File: src/rtl/rectify_scan_ctrl.sv
// rectify_scan_ctrl
// Drives the read side of the Fetch line/frame buffer for one rectified output
// frame. Once an input frame has been completely written it raster-scans the
// OUT_W x OUT_H output grid. For each output pixel it reads an integer source
// offset from an external remap LUT and issues a clamped Fetch read
// coordinate. The valid flag and the frame/line tags are then delayed to line
// up with the Fetch data. Issue is paced by a credit counter that mirrors the
// free space in the downstream FIFO.
//
// Ports
//   clk, rst            system clock, synchronous active-high reset
//   in_tvalid/in_flast  input write strobe / last pixel of the input frame
//   map_addr            remap LUT address (registered at issue)
//   map_xint/map_yint   signed LUT offsets, sampled the cycle after issue
//   rx, ry, fetch_en    clamped Fetch read coordinate and its strobe
//   credit_ret          one pulse per beat popped downstream
//   out_tvalid          Fetch data valid (fetch_en delayed by FETCH_LAT)
//   out_tuser/tlast/eof start of frame / end of line / end of frame tags
//   out_oob             the beat's source coordinate was clamped
//   busy                a scan is in progress
//   ovf                 sticky: an input frame completed while one was pending
module rectify_scan_ctrl #(
  parameter int IMG_W     = 16,
  parameter int IMG_H     = 10,
  parameter int OUT_W     = 7,
  parameter int OUT_H     = 5,
  parameter int FETCH_LAT = 2,
  parameter int CREDITS   = 4
) (
  input  logic                               clk,
  input  logic                               rst,
  input  logic                               in_tvalid,
  input  logic                               in_flast,
  output logic [$clog2(OUT_W*OUT_H)-1:0]     map_addr,
  input  logic [9:0]                         map_xint,
  input  logic [9:0]                         map_yint,
  output logic [9:0]                         rx,
  output logic [9:0]                         ry,
  output logic                               fetch_en,
  input  logic                               credit_ret,
  output logic                               out_tvalid,
  output logic                               out_tuser,
  output logic                               out_tlast,
  output logic                               out_eof,
  output logic                               out_oob,
  output logic                               busy,
  output logic                               ovf
);

  localparam int AW = $clog2(OUT_W*OUT_H);
  localparam int CW = $clog2(CREDITS+1);
  localparam logic signed [10:0] X_MAX = 11'(IMG_W-2);
  localparam logic signed [10:0] Y_MAX = 11'(IMG_H-2);

  // Beat word carried through the output delay line.
  localparam int B_VLD = 4;
  localparam int B_OOB = 3;
  localparam int B_SOF = 2;
  localparam int B_EOL = 1;
  localparam int B_EOF = 0;

  typedef enum logic [1:0] {IDLE, RUN, DRAIN} state_t;

  state_t          state;
  logic [9:0]      ox, oy;
  logic [AW-1:0]   addr_cnt;
  logic [AW-1:0]   map_addr_reg;
  logic [CW-1:0]   credits;
  logic            pending;
  logic            ovf_reg;
  logic            busy_reg;

  // Stage 0: the cycle map_addr is presented to the LUT.
  logic            s0_valid, s0_sof, s0_eol, s0_eof;
  logic [9:0]      s0_ox, s0_oy;

  // Stage 1: clamped coordinate registered towards Fetch.
  logic [4:0]      s1_beat;
  logic [9:0]      rx_reg, ry_reg;

  logic [4:0]      beat_pipe [FETCH_LAT];

  logic            issue;
  logic            flast_hit;
  logic            last_col, last_row;
  logic            pipe_busy;
  logic signed [10:0] sx, sy;
  logic            x_clamped, y_clamped;
  logic [9:0]      cx, cy;

  assign issue     = (state == RUN) && (credits != '0);
  assign flast_hit = in_tvalid & in_flast;
  assign last_col  = (ox == 10'(OUT_W-1));
  assign last_row  = (oy == 10'(OUT_H-1));

  // Source coordinate in 11-bit signed arithmetic, then clamped so that the
  // 2x2 neighbourhood read by Fetch stays inside the input frame.
  assign sx = $signed({1'b0, s0_ox}) + $signed({map_xint[9], map_xint});
  assign sy = $signed({1'b0, s0_oy}) + $signed({map_yint[9], map_yint});

  always_comb begin
    x_clamped = 1'b0;
    y_clamped = 1'b0;
    cx        = sx[9:0];
    cy        = sy[9:0];
    if (sx < 11'sd0) begin
      x_clamped = 1'b1;
      cx        = '0;
    end else if (sx > X_MAX) begin
      x_clamped = 1'b1;
      cx        = X_MAX[9:0];
    end
    if (sy < 11'sd0) begin
      y_clamped = 1'b1;
      cy        = '0;
    end else if (sy > Y_MAX) begin
      y_clamped = 1'b1;
      cy        = Y_MAX[9:0];
    end
  end

  // Any beat still travelling between issue and out_tvalid.
  always_comb begin
    pipe_busy = s0_valid | s1_beat[B_VLD];
    for (int i = 0; i < FETCH_LAT; i++) begin
      pipe_busy = pipe_busy | beat_pipe[i][B_VLD];
    end
  end

  always_ff @(posedge clk) begin
    if (rst) begin
      state        <= IDLE;
      ox           <= '0;
      oy           <= '0;
      addr_cnt     <= '0;
      map_addr_reg <= '0;
      credits      <= CW'(CREDITS);
      pending      <= 1'b0;
      ovf_reg      <= 1'b0;
      busy_reg     <= 1'b0;
      s0_valid     <= 1'b0;
      s0_sof       <= 1'b0;
      s0_eol       <= 1'b0;
      s0_eof       <= 1'b0;
      s0_ox        <= '0;
      s0_oy        <= '0;
      s1_beat      <= '0;
      rx_reg       <= '0;
      ry_reg       <= '0;
    end else begin
      // Frame-completion tracking. A new completion wins over the clear on
      // IDLE->RUN, so a frame finishing in that same cycle is not lost.
      if (flast_hit) begin
        if (pending) begin
          ovf_reg <= 1'b1;
        end
        pending <= 1'b1;
      end else if (state == IDLE && pending) begin
        pending <= 1'b0;
      end

      // Credits: a returned credit is ignored when the counter is full.
      if (issue && !credit_ret) begin
        credits <= credits - CW'(1);
      end else if (!issue && credit_ret && credits != CW'(CREDITS)) begin
        credits <= credits + CW'(1);
      end

      case (state)
        IDLE: begin
          if (pending) begin
            state    <= RUN;
            busy_reg <= 1'b1;
            ox       <= '0;
            oy       <= '0;
            addr_cnt <= '0;
          end
        end
        RUN: begin
          if (issue) begin
            map_addr_reg <= addr_cnt;
            addr_cnt     <= addr_cnt + AW'(1);
            if (last_col) begin
              ox <= '0;
              oy <= last_row ? '0 : oy + 10'd1;
              if (last_row) begin
                state <= DRAIN;
              end
            end else begin
              ox <= ox + 10'd1;
            end
          end
        end
        DRAIN: begin
          if (!pipe_busy) begin
            state    <= IDLE;
            busy_reg <= 1'b0;
          end
        end
        default: begin
          state    <= IDLE;
          busy_reg <= 1'b0;
        end
      endcase

      s0_valid <= issue;
      s0_ox    <= ox;
      s0_oy    <= oy;
      s0_sof   <= issue && ox == '0 && oy == '0;
      s0_eol   <= issue && last_col;
      s0_eof   <= issue && last_col && last_row;

      if (s0_valid) begin
        rx_reg  <= cx;
        ry_reg  <= cy;
        s1_beat <= {1'b1, x_clamped | y_clamped, s0_sof, s0_eol, s0_eof};
      end else begin
        s1_beat <= '0;
      end
    end
  end

  // Delay line matching the Fetch read latency.
  generate
    for (genvar gi = 0; gi < FETCH_LAT; gi++) begin : g_lat
      if (gi == 0) begin : g_first
        always_ff @(posedge clk) begin
          if (rst) begin
            beat_pipe[gi] <= '0;
          end else begin
            beat_pipe[gi] <= s1_beat;
          end
        end
      end else begin : g_next
        always_ff @(posedge clk) begin
          if (rst) begin
            beat_pipe[gi] <= '0;
          end else begin
            beat_pipe[gi] <= beat_pipe[gi-1];
          end
        end
      end
    end
  endgenerate

  assign map_addr   = map_addr_reg;
  assign rx         = rx_reg;
  assign ry         = ry_reg;
  assign fetch_en   = s1_beat[B_VLD];
  assign out_tvalid = beat_pipe[FETCH_LAT-1][B_VLD];
  assign out_oob    = beat_pipe[FETCH_LAT-1][B_OOB];
  assign out_tuser  = beat_pipe[FETCH_LAT-1][B_SOF];
  assign out_tlast  = beat_pipe[FETCH_LAT-1][B_EOL];
  assign out_eof    = beat_pipe[FETCH_LAT-1][B_EOF];
  assign busy       = busy_reg;
  assign ovf        = ovf_reg;

endmodule

File: config.mk
export PLATFORM = sky130hd
export DESIGN_NAME = rectify_scan_ctrl
export DESIGN_NICKNAME = d
export VERILOG_FILES = /design/src/rtl/rectify_scan_ctrl.sv
export SDC_FILE = /design/constraint.sdc
export NUM_CORES = 1
export LEC_CHECK = 0
export ABC_CLOCK_PERIOD_IN_PS = 2680
export BUFFER_PORTS_ARGS = -buffer_cell sky130_fd_sc_hd__buf_4
export CAP_MARGIN = 25
export CORE_MARGIN = 10
export CORE_UTILIZATION = 39
export CTS_CLUSTER_SIZE = 12
export DETAILED_ROUTE_END_ITERATION = 8
export SLEW_MARGIN = 5
export SYNTH_ARGS = -nofsm -noshare
export SYNTH_HDL_FRONTEND = slang
export SYNTH_SLANG_ARGS = --single-unit
File: constraint.sdc
create_clock -name clk -period 2.68 [get_ports clk]
set_input_delay 0.134 -clock clk [delete_from_list [all_inputs] [get_ports clk]]
set_output_delay 0.134 -clock clk [all_outputs]
set_load 0.005 [all_outputs]
==> reports/results.ini, run 1 <==
[timing]
max_slew.worst_pin.slew_ns=0.678
fin_hold_ws_ns=0.0421
hold_violations=0
rsz0062_at_grt=yes
maxSlewHeadroom_pct=54.4
setup_slack_ns=0.119
fin_crit_sh_pct=95.6
maxSlewViolCount=0
final-setup-viol-count=0
finalCriticalPeriod_ns=2.56
max_freq_mhz=391
clock_skew_ns=0.00577

[floorplanning]
dieArea_sq_um=16400
die_height_microns=128
start_util_pct=40.0
core-area_sq_um=11400
placementRows=39
die_w_microns=128
io_pins=59

[synthesis]
synth_edf_count=0
synthCells=512
yosys.area.top_type=dfxtp_1
ys_seq_elements=99
synth.net_count=566
yosys-top-cells-area=dfxtp_1 (43%), ha_1 (7.1%), nor2_1 (4.6%), xor2_1 (4.4%), nor2b_1 (4.3%)
synth_async_sr_flop_share_pct=0
synth_cell_type_count=58
synth.cell_area_sq_um=4560
syn_area_per_cell_sq_um=8.91
yosysWarnings=0
ys.flop_type=dfxtp_1
synth_top_area_share_pct=43.4
ys_seq_area_share_pct=43.4

[routing]
top_layer=met4
wl_met2_microns=4510
wl_met3_microns=618
first_pass_iters=4
first_iter_violations=235
postRouteAntennaNets=0
drt_drc_violations_left=0
avgRoutedWirePerCell_microns=13.7
m1WireLength_microns=4600
via_per_inst=5.10
dr_total_vias=3677
wirelength_microns=9870

[critical_path]
crit_path_start_kind=register
worstPathMaxFanout=5
crit_path_start=s0_ox[0]
critPathSlowestCell=or4_4
crit_arrival_ns=2.80
r2r_slack_ns=0.12
critPathCapture=rx[3]
rr_startpoint=s0_ox[0]
cp-end-kind=register
path_cells=ha_2, inv_1, fa_1, nand2b_4, a21oi_4, a21oi_1, or4_4, a2111oi_4, nand2_1, a22o_1
setup.worst_path.class=register to register
reg2regPathDepth=10
cp.required_ns=2.92
rr_endpoint=rx[3]
max_stage_delay_ns=0.50

[power_and_ir_drop]
pwr_density_cell_nw_per_um2=538
ir_drop_mv=0.606
fin_total_pwr_mw=2.95
power.leakage_nw=2.22

[run]
cap_violations=0

[grt]
antenna_found_initial=0
grt_max_degree=60
overflow=0
grt_pass1_wl_microns=16500
grt_usage_pct=12.1
grt_pass1_vias=3523

[clocking]
cts-htree-levels=3
insertion_delay_ns=0.34
clk_pin_slew_ns=0.07
cts_buffer_depth=2
clock-root-buffer=clkbuf_16
cts_sinks=99
hold_buffers=0
tritoncts=built
numCtsBuffers=9

[run_status]
status=finished clean

[min_path]
hold_class=primary input to register

[place]
place_area_sq_um=5160
gp_congestion=0.874
port_buffers=58
place_ws_ns=0.0345
hpwlAfterDp_microns=7260

[layout]
fin_util_pct=48.0
antenna_cells=0
nNetsFinal=627
nFillCells=1102
synthToLayoutAreaGrowth_pct=20.3
stdcell_area_sq_um=5490
final_cell_mix=dfxtp_1 (99), buf_4 (67), nor2_1 (56)
drive_gt1_share_pct=16.4
layout_commonest_cell=dfxtp_1

timing repair:
item                       4_1_cts  5_1_grt
setup buffers                    0        2
setup endpoints to repair        0        7
resized for setup                0        6
kinds of logic after synthesis:
family | after synthesis | synth area share [%]
multiplexers | 2 | 0.466
AND/OR/NAND/NOR | 214 | 23.8
AO/OA/AOI/OAI | 102 | 15.4
adder cells (fa/ha/maj) | 29 | 8.45
XOR/XNOR | 27 | 5.18
buffers and inverters | 39 | 3.26
flip-flops | 99 | 43.4
worst min path at each step:
stage / startpoint / slack (ns) / cells after the start / to
final: in_flast / 0.04 / 3 / pending
after global placement: in_flast / 0.39 / 3 / ovf
after detailed placement: in_flast / 0.40 / 3 / pending
after global routing: in_flast / 0.04 / 3 / pending
after floorplan: rst / 0.26 / 1 / s1_beat[4]
after CTS: in_flast / 0.03 / 3 / pending
per-layer routing:
metal	vias to the layer above	GRT usage, %
met2	83	18.9
li1	1905	-
met4	0	3.64
met5	-	0
met1	1680	14.7
met3	9	5.25
where the power goes:
part	internal, mW	switching, mW	leakage, nW
clock network	0.657	0.568	0.124
registers	1.48	0.0153	0.798
logic	0.0987	0.132	1.30
stage by stage:
stage | setup TNS [ns] | instances
5_1_grt | -0.0985 | 721
3_5_place_dp | 0 | 703
2_1_floorplan | 0 | 512
3_3_place_gp | 0 | 703
4_1_cts | 0 | 719
6_report | 0 | 721
synthesized netlist by cell type, types with 3 or more instances:
library cell,n
o31ai_1,4
nor2_1,56
a21oi_1,29
fa_1,3
a2111oi_0,3
nor2b_1,31
a211oi_1,4
xnor2_1,4
xor2_1,23
nand2b_1,7
nor3_1,6
nor4_1,9
dfxtp_1,99
and2_1,18
clkbuf_1,14
a22o_1,5
o21ai_0,19
nand3_1,14
inv_1,22
nand2_1,45
and3_1,4
o21a_1,5
nand4_1,12
ha_1,26
a31oi_1,7
area by class of cell:
class                   instances  area, sq um  area share [%]
repair buffers                 67          503            9.17
clock inverters                 5         38.8           0.707
well taps                     143          179            3.26
clock buffers                  11          243            4.42
flip-flops and latches         99         1980            36.1
multi-input cells             374         2460            44.8
inverters                      22         82.6            1.51
critical path, delay by kind of cell (launching register included):
family / cells / cell delay (ns)
compound gates: 4 / 0.76
simple gates: 3 / 0.77
flops: 1 / 0.32
fa+ha+maj: 2 / 0.56
buf+inv: 1 / 0.05
Note: power is estimated with default switching activity, not from simulation.
==> run 2, diff against run 1 <==
Settings changed: ABC_AREA from default to 1, ABC_CLOCK_PERIOD_IN_PS 2680 to 2350, GPL_TIMING_DRIVEN from default to 0.
Clock period 2.68 ns to 2.35 ns, I/O delays scaled along.
==> reports/results.ini, run 2 <==
[run_status]
status=finished clean

[critical_path]
worstPathMaxFanout=4  ; -1
cp-end-kind=register
crit_arrival_ns=2.39  ; -0.41 ns
path_cells=ha_2, inv_1, fa_2, inv_1, nand3_1, nand2_2, nand2_1, nand2_1, nand2_1, nand2_1, nand3_1, nor2_2, nand4_1, nor2_1, nor2_1
r2r_slack_ns=0.19  ; +0.07 ns
setup.worst_path.class=register to register
reg2regPathDepth=15  ; +5
rr_endpoint=s1_beat[3]
cp.required_ns=2.57  ; -0.35 ns
cp_top_family=simple AND/OR/NAND/NOR gates
rr_startpoint=s0_oy[0]
crit_top_cell=nand2_1
crit_path_start_kind=register
critPathSlowestCell=fa_2
max_stage_delay_ns=0.34  ; -0.16 ns
cp_num_buf_inv=2  ; +1

[grt]
grt_usage_pct=12.6  ; +0.49 points
antenna_found_initial=0  ; unchanged
grt_pass1_wl_microns=18700  ; +13%
grt_pass1_vias=4252  ; +21%
grt_max_degree=16  ; -73%
overflow=0  ; unchanged

[timing]
final-setup-viol-count=0  ; unchanged
clock_skew_ns=0.00786  ; +0.00209 ns
hold_violations=0  ; unchanged
max_freq_mhz=462  ; +18%
max_slew.worst_pin.slew_ns=0.566  ; -0.112 ns
finalCriticalPeriod_ns=2.16  ; -0.396 ns
fin_crit_sh_pct=92.1  ; -3.4 points
setup_tns_ns=0  ; unchanged
rsz0062_at_grt=no
maxSlewViolCount=0  ; unchanged
maxSlewHeadroom_pct=62.3  ; +7.9 points

[synthesis]
synth_common_cells=nand2_1 (157), dfxtp_1 (99), nor2_1 (98)
ys_seq_elements=99  ; unchanged
synth.cell_area_sq_um=4880  ; +7.0%
yosys-top-cells-area=dfxtp_1 (41%), nand2_1 (12%), nor2_1 (7.5%), inv_1 (7.5%), ha_1 (6.7%)
synth_top_area_share_pct=40.6  ; -2.9 points
ys.flop_type=dfxtp_1
yosysWarnings=0  ; unchanged
synth.net_count=728  ; +29%
synthCells=674  ; +32%
synth_edf_count=0  ; unchanged
yosys.area.top_type=dfxtp_1
ys_seq_area_share_pct=40.6  ; -2.9 points
synth_cell_type_count=42  ; -28%
synth_most_common_cell=nand2_1
synth_async_sr_flop_share_pct=0  ; unchanged
syn_area_per_cell_sq_um=7.25  ; -19%

[layout]
layout_commonest_cell=nand2_1
final_cell_mix=nand2_1 (156), dfxtp_1 (99), nor2_1 (97)
synthToLayoutAreaGrowth_pct=20.1
drive_gt1_share_pct=15.0  ; -1.5 points
fin_util_pct=48.2  ; +0.19 points
antenna_cells=0  ; unchanged
nNetsFinal=797  ; +27%

[min_path]
min_to=pending
hold_class=primary input to register
hold_path_depth=3  ; unchanged
hold_start=in_flast

[clocking]
insertion_delay_ns=0.34  ; about the same
cts_sinks=99  ; unchanged
numCtsBuffers=9  ; unchanged
cts-htree-levels=3  ; unchanged
clock-root-buffer=clkbuf_16
tritoncts=built
clk_pin_slew_ns=0.06  ; about the same
cts_buffer_depth=2  ; unchanged
hold_buffers=0  ; unchanged

[floorplanning]
start_util_pct=40.2  ; +0.20 points
io_pins=59  ; unchanged
die_height_microns=132  ; +2.9%
die_w_microns=132  ; +2.9%
placementRows=40  ; +2.6%
dieArea_sq_um=17400  ; +5.9%
core-area_sq_um=12200  ; +6.5%

[place]
hpwlAfterDp_microns=8890  ; +22%
gp_congestion=0.856  ; -2.1%
port_buffers=58  ; unchanged

[power_and_ir_drop]
power.leakage_nw=2.68  ; +21%
ir_drop_mv=0.385  ; -36%
pwr_density_cell_nw_per_um2=613  ; +14%
fin_total_pwr_mw=3.60  ; +22%

[routing]
first_iter_violations=225  ; -4.3%
dr_total_vias=4332  ; +18%
drt_drc_violations_left=0  ; unchanged
wirelength_microns=11100  ; +12%
first_pass_iters=4  ; unchanged
avgRoutedWirePerCell_microns=12.1  ; -12%
postRouteAntennaNets=0  ; unchanged
via_per_inst=4.73  ; -7.3%

[run]
cap_violations=0  ; unchanged

run 2: changes by cell type after synthesis, moves of 8 or more:
cell,delta
nand3_1,+22
nor2_1,+42
nand4_1,+8
and2_1,-18
nand2_1,+112
xor2_1,-17
clkbuf_1,-12
nor2b_1,-31
inv_1,+75
run 2: metal layers:
| layer | vias up | global-route usage (%) | wire [microns] |
|---|---|---|---|
| li1 | 2282 | - | - |
| met3 | 18 | 3.58 | 550 |
| met5 | - | 0 | 0 |
| met4 | 0 | 4.82 | 244 |
| met1 | 1955 | 15.7 | 5320 |
| met2 | 77 | 20.0 | 4940 |
run 2: worst max path at each step:
| stage | start | end | slack [ns] | cells past startpoint |
|---|---|---|---|---|
| floorplan | s0_ox[0] | rx[1] | 0.42 | 15 |
| global placement | s0_oy[0] | s1_beat[3] | 0.14 | 15 |
| detailed placement | s0_ox[0] | rx[1] | 0.11 | 15 |
| CTS | s0_ox[0] | rx[1] | 0.09 | 15 |
| global route | s0_oy[0] | s1_beat[3] | 0.01 | 15 |
| finish | s0_oy[0] | s1_beat[3] | 0.19 | 15 |
run 2: cells by family after synthesis:
group / after synthesis / synth area share [%]
simple gates: 354 / 33.0
compound gates: 70 / 7.81
flops: 99 / 40.6
xor+xnor: 6 / 1.08
buf+inv: 116 / 9.61
fa+ha+maj: 29 / 7.89
run 2: through the flow:
| step | hold slack [ns] | cell area, sq um | setup WS [ns] | cells |
|---|---|---|---|---|
| after floorplan | 0.236 | 4880 | 0.423 | 674 |
| after global placement | 0.398 | 5530 | 0.140 | 900 |
| after detailed placement | 0.399 | 5530 | 0.110 | 900 |
| after CTS | 0.0693 | 5840 | 0.0912 | 916 |
| after global routing | 0.0753 | 5870 | 0.0120 | 916 |
| final | 0.0759 | 5870 | 0.185 | 916 |
run 2: worst register-to-register path: stages (launching register included):
cell and delay [ns]:
dfxtp_1 0.33, ha_2 0.19, inv_1 0.06, fa_2 0.34
inv_1 0.09, nand3_1 0.09, nand2_2 0.11, nand2_1 0.07
nand2_1 0.06, nand2_1 0.05, nand2_1 0.07, nand3_1 0.08
nor2_2 0.12, nand4_1 0.18, nor2_1 0.18, nor2_1 0.05
run 2: cell type report:
cell class / count / area [sq um]
fillers: 1230 / 6290
multi-input cells: 459 / 2460
flip-flops and latches: 99 / 1980
repair buffers: 58 / 435
inverters: 105 / 400
clock buffers: 11 / 233
well taps: 168 / 210
clock inverters: 5 / 77.6
plain buffers: 11 / 68.8
run 2: timing repair:
action,CTS,global route
resized for setup,0,8
buffers inserted,0,0
endpoints found under the setup margin,0,6
run 2: power breakdown:
group / switching [mW] / internal (mW)
registers: 0.0186 / 1.71
logic: 0.211 / 0.132
clock network: 0.601 / 0.930
==> run 3, diff against run 2 <==
Settings changed: ABC_AREA 1 to default.
==> reports/results.ini, run 3 (synthesis gave the netlist of run 1 again) <==
[run]
cap_violations=0  ; unchanged

[timing]
clock_skew_ns=0.00816  ; +0.000305 ns
setup_tns_ns=-0.643  ; -0.643 ns
maxSlewHeadroom_pct=57.6  ; -4.6 points
fin_crit_sh_pct=108  ; +16 points
max_freq_mhz=393  ; -15%
rsz0062_at_grt=yes
setup_slack_ns=-0.194  ; -0.380 ns
max_slew.worst_pin.slew_ns=0.627  ; +0.0609 ns
maxSlewViolCount=0  ; unchanged
final-setup-viol-count=5  ; +5
finalCriticalPeriod_ns=2.54  ; +0.380 ns
hold_violations=0  ; unchanged

[routing]
first_iter_violations=168  ; -25%
dr_total_vias=3714  ; -14%
wirelength_microns=10200  ; -7.7%
avgRoutedWirePerCell_microns=13.9  ; +15%
first_pass_iters=4  ; unchanged
drt_drc_violations_left=0  ; unchanged
via_per_inst=5.05  ; +6.7%
postRouteAntennaNets=0  ; unchanged

[floorplanning]
dieArea_sq_um=16400  ; -5.6%
die_height_microns=128  ; -2.8%
placementRows=39  ; -2.5%
die_w_microns=128  ; -2.8%
start_util_pct=40.0  ; -0.20 points
core-area_sq_um=11400  ; -6.1%
io_pins=59  ; unchanged

[layout]
final_cell_mix=dfxtp_1 (97), buf_4 (65), nor2_1 (56)
antenna_cells=0  ; unchanged
layout_commonest_cell=dfxtp_1
drive_gt1_share_pct=18.9  ; +3.9 points
synthToLayoutAreaGrowth_pct=24.1
nNetsFinal=642  ; -19%

[power_and_ir_drop]
seq_power_share_pct=49.7  ; +1.7 points
power.leakage_nw=2.29  ; -15%
switching_power_mw=0.806  ; -2.9%
ir_drop_mv=0.482  ; +25%
combinationalPowerShare_pct=8.3  ; -1.2 points
fin_total_pwr_mw=3.43  ; -4.8%
pwr_density_cell_nw_per_um2=605  ; -1.3%
clkPwrFrac_pct=42.0  ; -0.5 points
switching_share_pct=23.5  ; +0.46 points
intPower_mw=2.62  ; -5.3%

[critical_path]
critPathSlowestCell=or4_4
crit_arrival_ns=2.77  ; +0.38 ns
worstPathMaxFanout=5  ; +1
max_stage_delay_ns=0.49  ; +0.15 ns
crit_path_start_kind=register
cp-end-kind=register
reg2regPathDepth=10  ; -5
setup.worst_path.class=register to register
path_cells=ha_4, inv_2, fa_2, nand2b_4, a21oi_4, a21oi_2, or4_4, a2111oi_4, nand3_1, o21a_1
cp.required_ns=2.58  ; about the same

[clocking]
insertion_delay_ns=0.34  ; about the same
clock-root-buffer=clkbuf_16
numCtsBuffers=9  ; unchanged
cts-htree-levels=3  ; unchanged
cts_buffer_depth=2  ; unchanged
tritoncts=built
cts_sinks=99  ; unchanged
clk_pin_slew_ns=0.06  ; about the same

[grt]
antenna_found_initial=0  ; unchanged
grt_usage_pct=12.4  ; -0.17 points
grt_pass1_wl_microns=17000  ; -9.0%
grt_pass1_vias=3646  ; -14%
overflow=0  ; unchanged
grt_max_degree=17  ; +1

[place]
port_buffers=57  ; -1.7%
gp_congestion=0.870  ; +1.7%
hpwlAfterDp_microns=7640  ; -14%
place_ws_ns=-0.420  ; -0.530 ns

[min_path]
hold_class=primary input to register
hold_path_depth=3  ; unchanged

[run_status]
status=complete, but fails checks
violations=negative setup slack

[run 3: cell types whose count changed in the layout (fill, tap and decap cells not counted), sizes merged, moves of 6 or more]
| cell | delta |
|---|---|
| nand2 | -115 |
| inv | -80 |
| nor2 | -51 |
| nor2b | +31 |
| nand3 | -22 |
| and2 | +18 |
| xor2 | +17 |
| clkbuf | +13 |
| nand4 | -8 |
| nand2b | +7 |
| nor3 | -7 |
| o21ai | -7 |
| a31oi | +6 |
[run 3: path summary, 6_finish.rpt]
kind	startpoint	end	slack, ns
max reg2reg	s0_ox[0]	s1_beat[3]	-0.19
min reg2reg	s0_eol	s1_beat[1]	0.42
min	in_flast	ovf	0.04
max	s0_ox[0]	s1_beat[3]	-0.19
[run 3: area by class of cell]
cell class              instances  area [sq um]
clock buffers                  12           267
clock inverters                 4          31.3
flip-flops and latches         99          1980
plain buffers                  17          66.3
inverters                      22          82.6
fillers                      1085          5760
multi-input cells             374          2560
repair buffers                 65           488
well taps                     143           179
[run 3: power groups by stage]
stage	clock (mW)	combinational (mW)	sequential (mW)
floorplan	0	0.180	1.74
global placement	0	0.262	1.74
detailed placement	0	0.267	1.74
CTS	1.48	0.275	1.70
global route	1.55	0.322	1.70
finish	1.44	0.286	1.70
[run 3: worst max-delay path, delay by kind of cell (launching register included)]
| kind | cells | cell delay [ns] |
|---|---|---|
| AOI/OAI and AO/OA | 4 | 0.76 |
| and+or+nand+nor | 3 | 0.79 |
| adders and majority gates | 2 | 0.50 |
| DFF | 1 | 0.35 |
| buffers and inverters | 1 | 0.04 |
[run 3: per-layer routing]
| metal | vias to the layer above | wire length [microns] | track usage (%) |
|---|---|---|---|
| li1 | 1941 | - | - |
| met1 | 1682 | 4720 | 15.3 |
| met2 | 78 | 4770 | 20.1 |
| met3 | 13 | 603 | 4.34 |
| met4 | 0 | 125 | 3.51 |
| met5 | - | 0 | 0 |
[run 3: repair_timing]
item,4_1_cts,5_1_grt
hold buffers,0,0
endpoints found under the hold margin,0,0
setup endpoints to repair,9,26
pin swaps,7,7
buffers inserted,3,5
resized for setup,14,14
[run 3: through the flow]
| step | cells | util [%] | area (sq um) | hold slack [ns] |
|---|---|---|---|---|
| 3_3_place_gp | 712 | 45.4 | 5190 | 0.379 |
| 6_report | 736 | 49.6 | 5660 | 0.0396 |
| 2_1_floorplan | 512 | - | 4580 | 0.240 |
| 4_1_cts | 731 | 48.7 | 5560 | 0.0286 |
| 3_5_place_dp | 712 | 45.4 | 5190 | 0.399 |
| 5_1_grt | 736 | 49.6 | 5660 | 0.0505 |
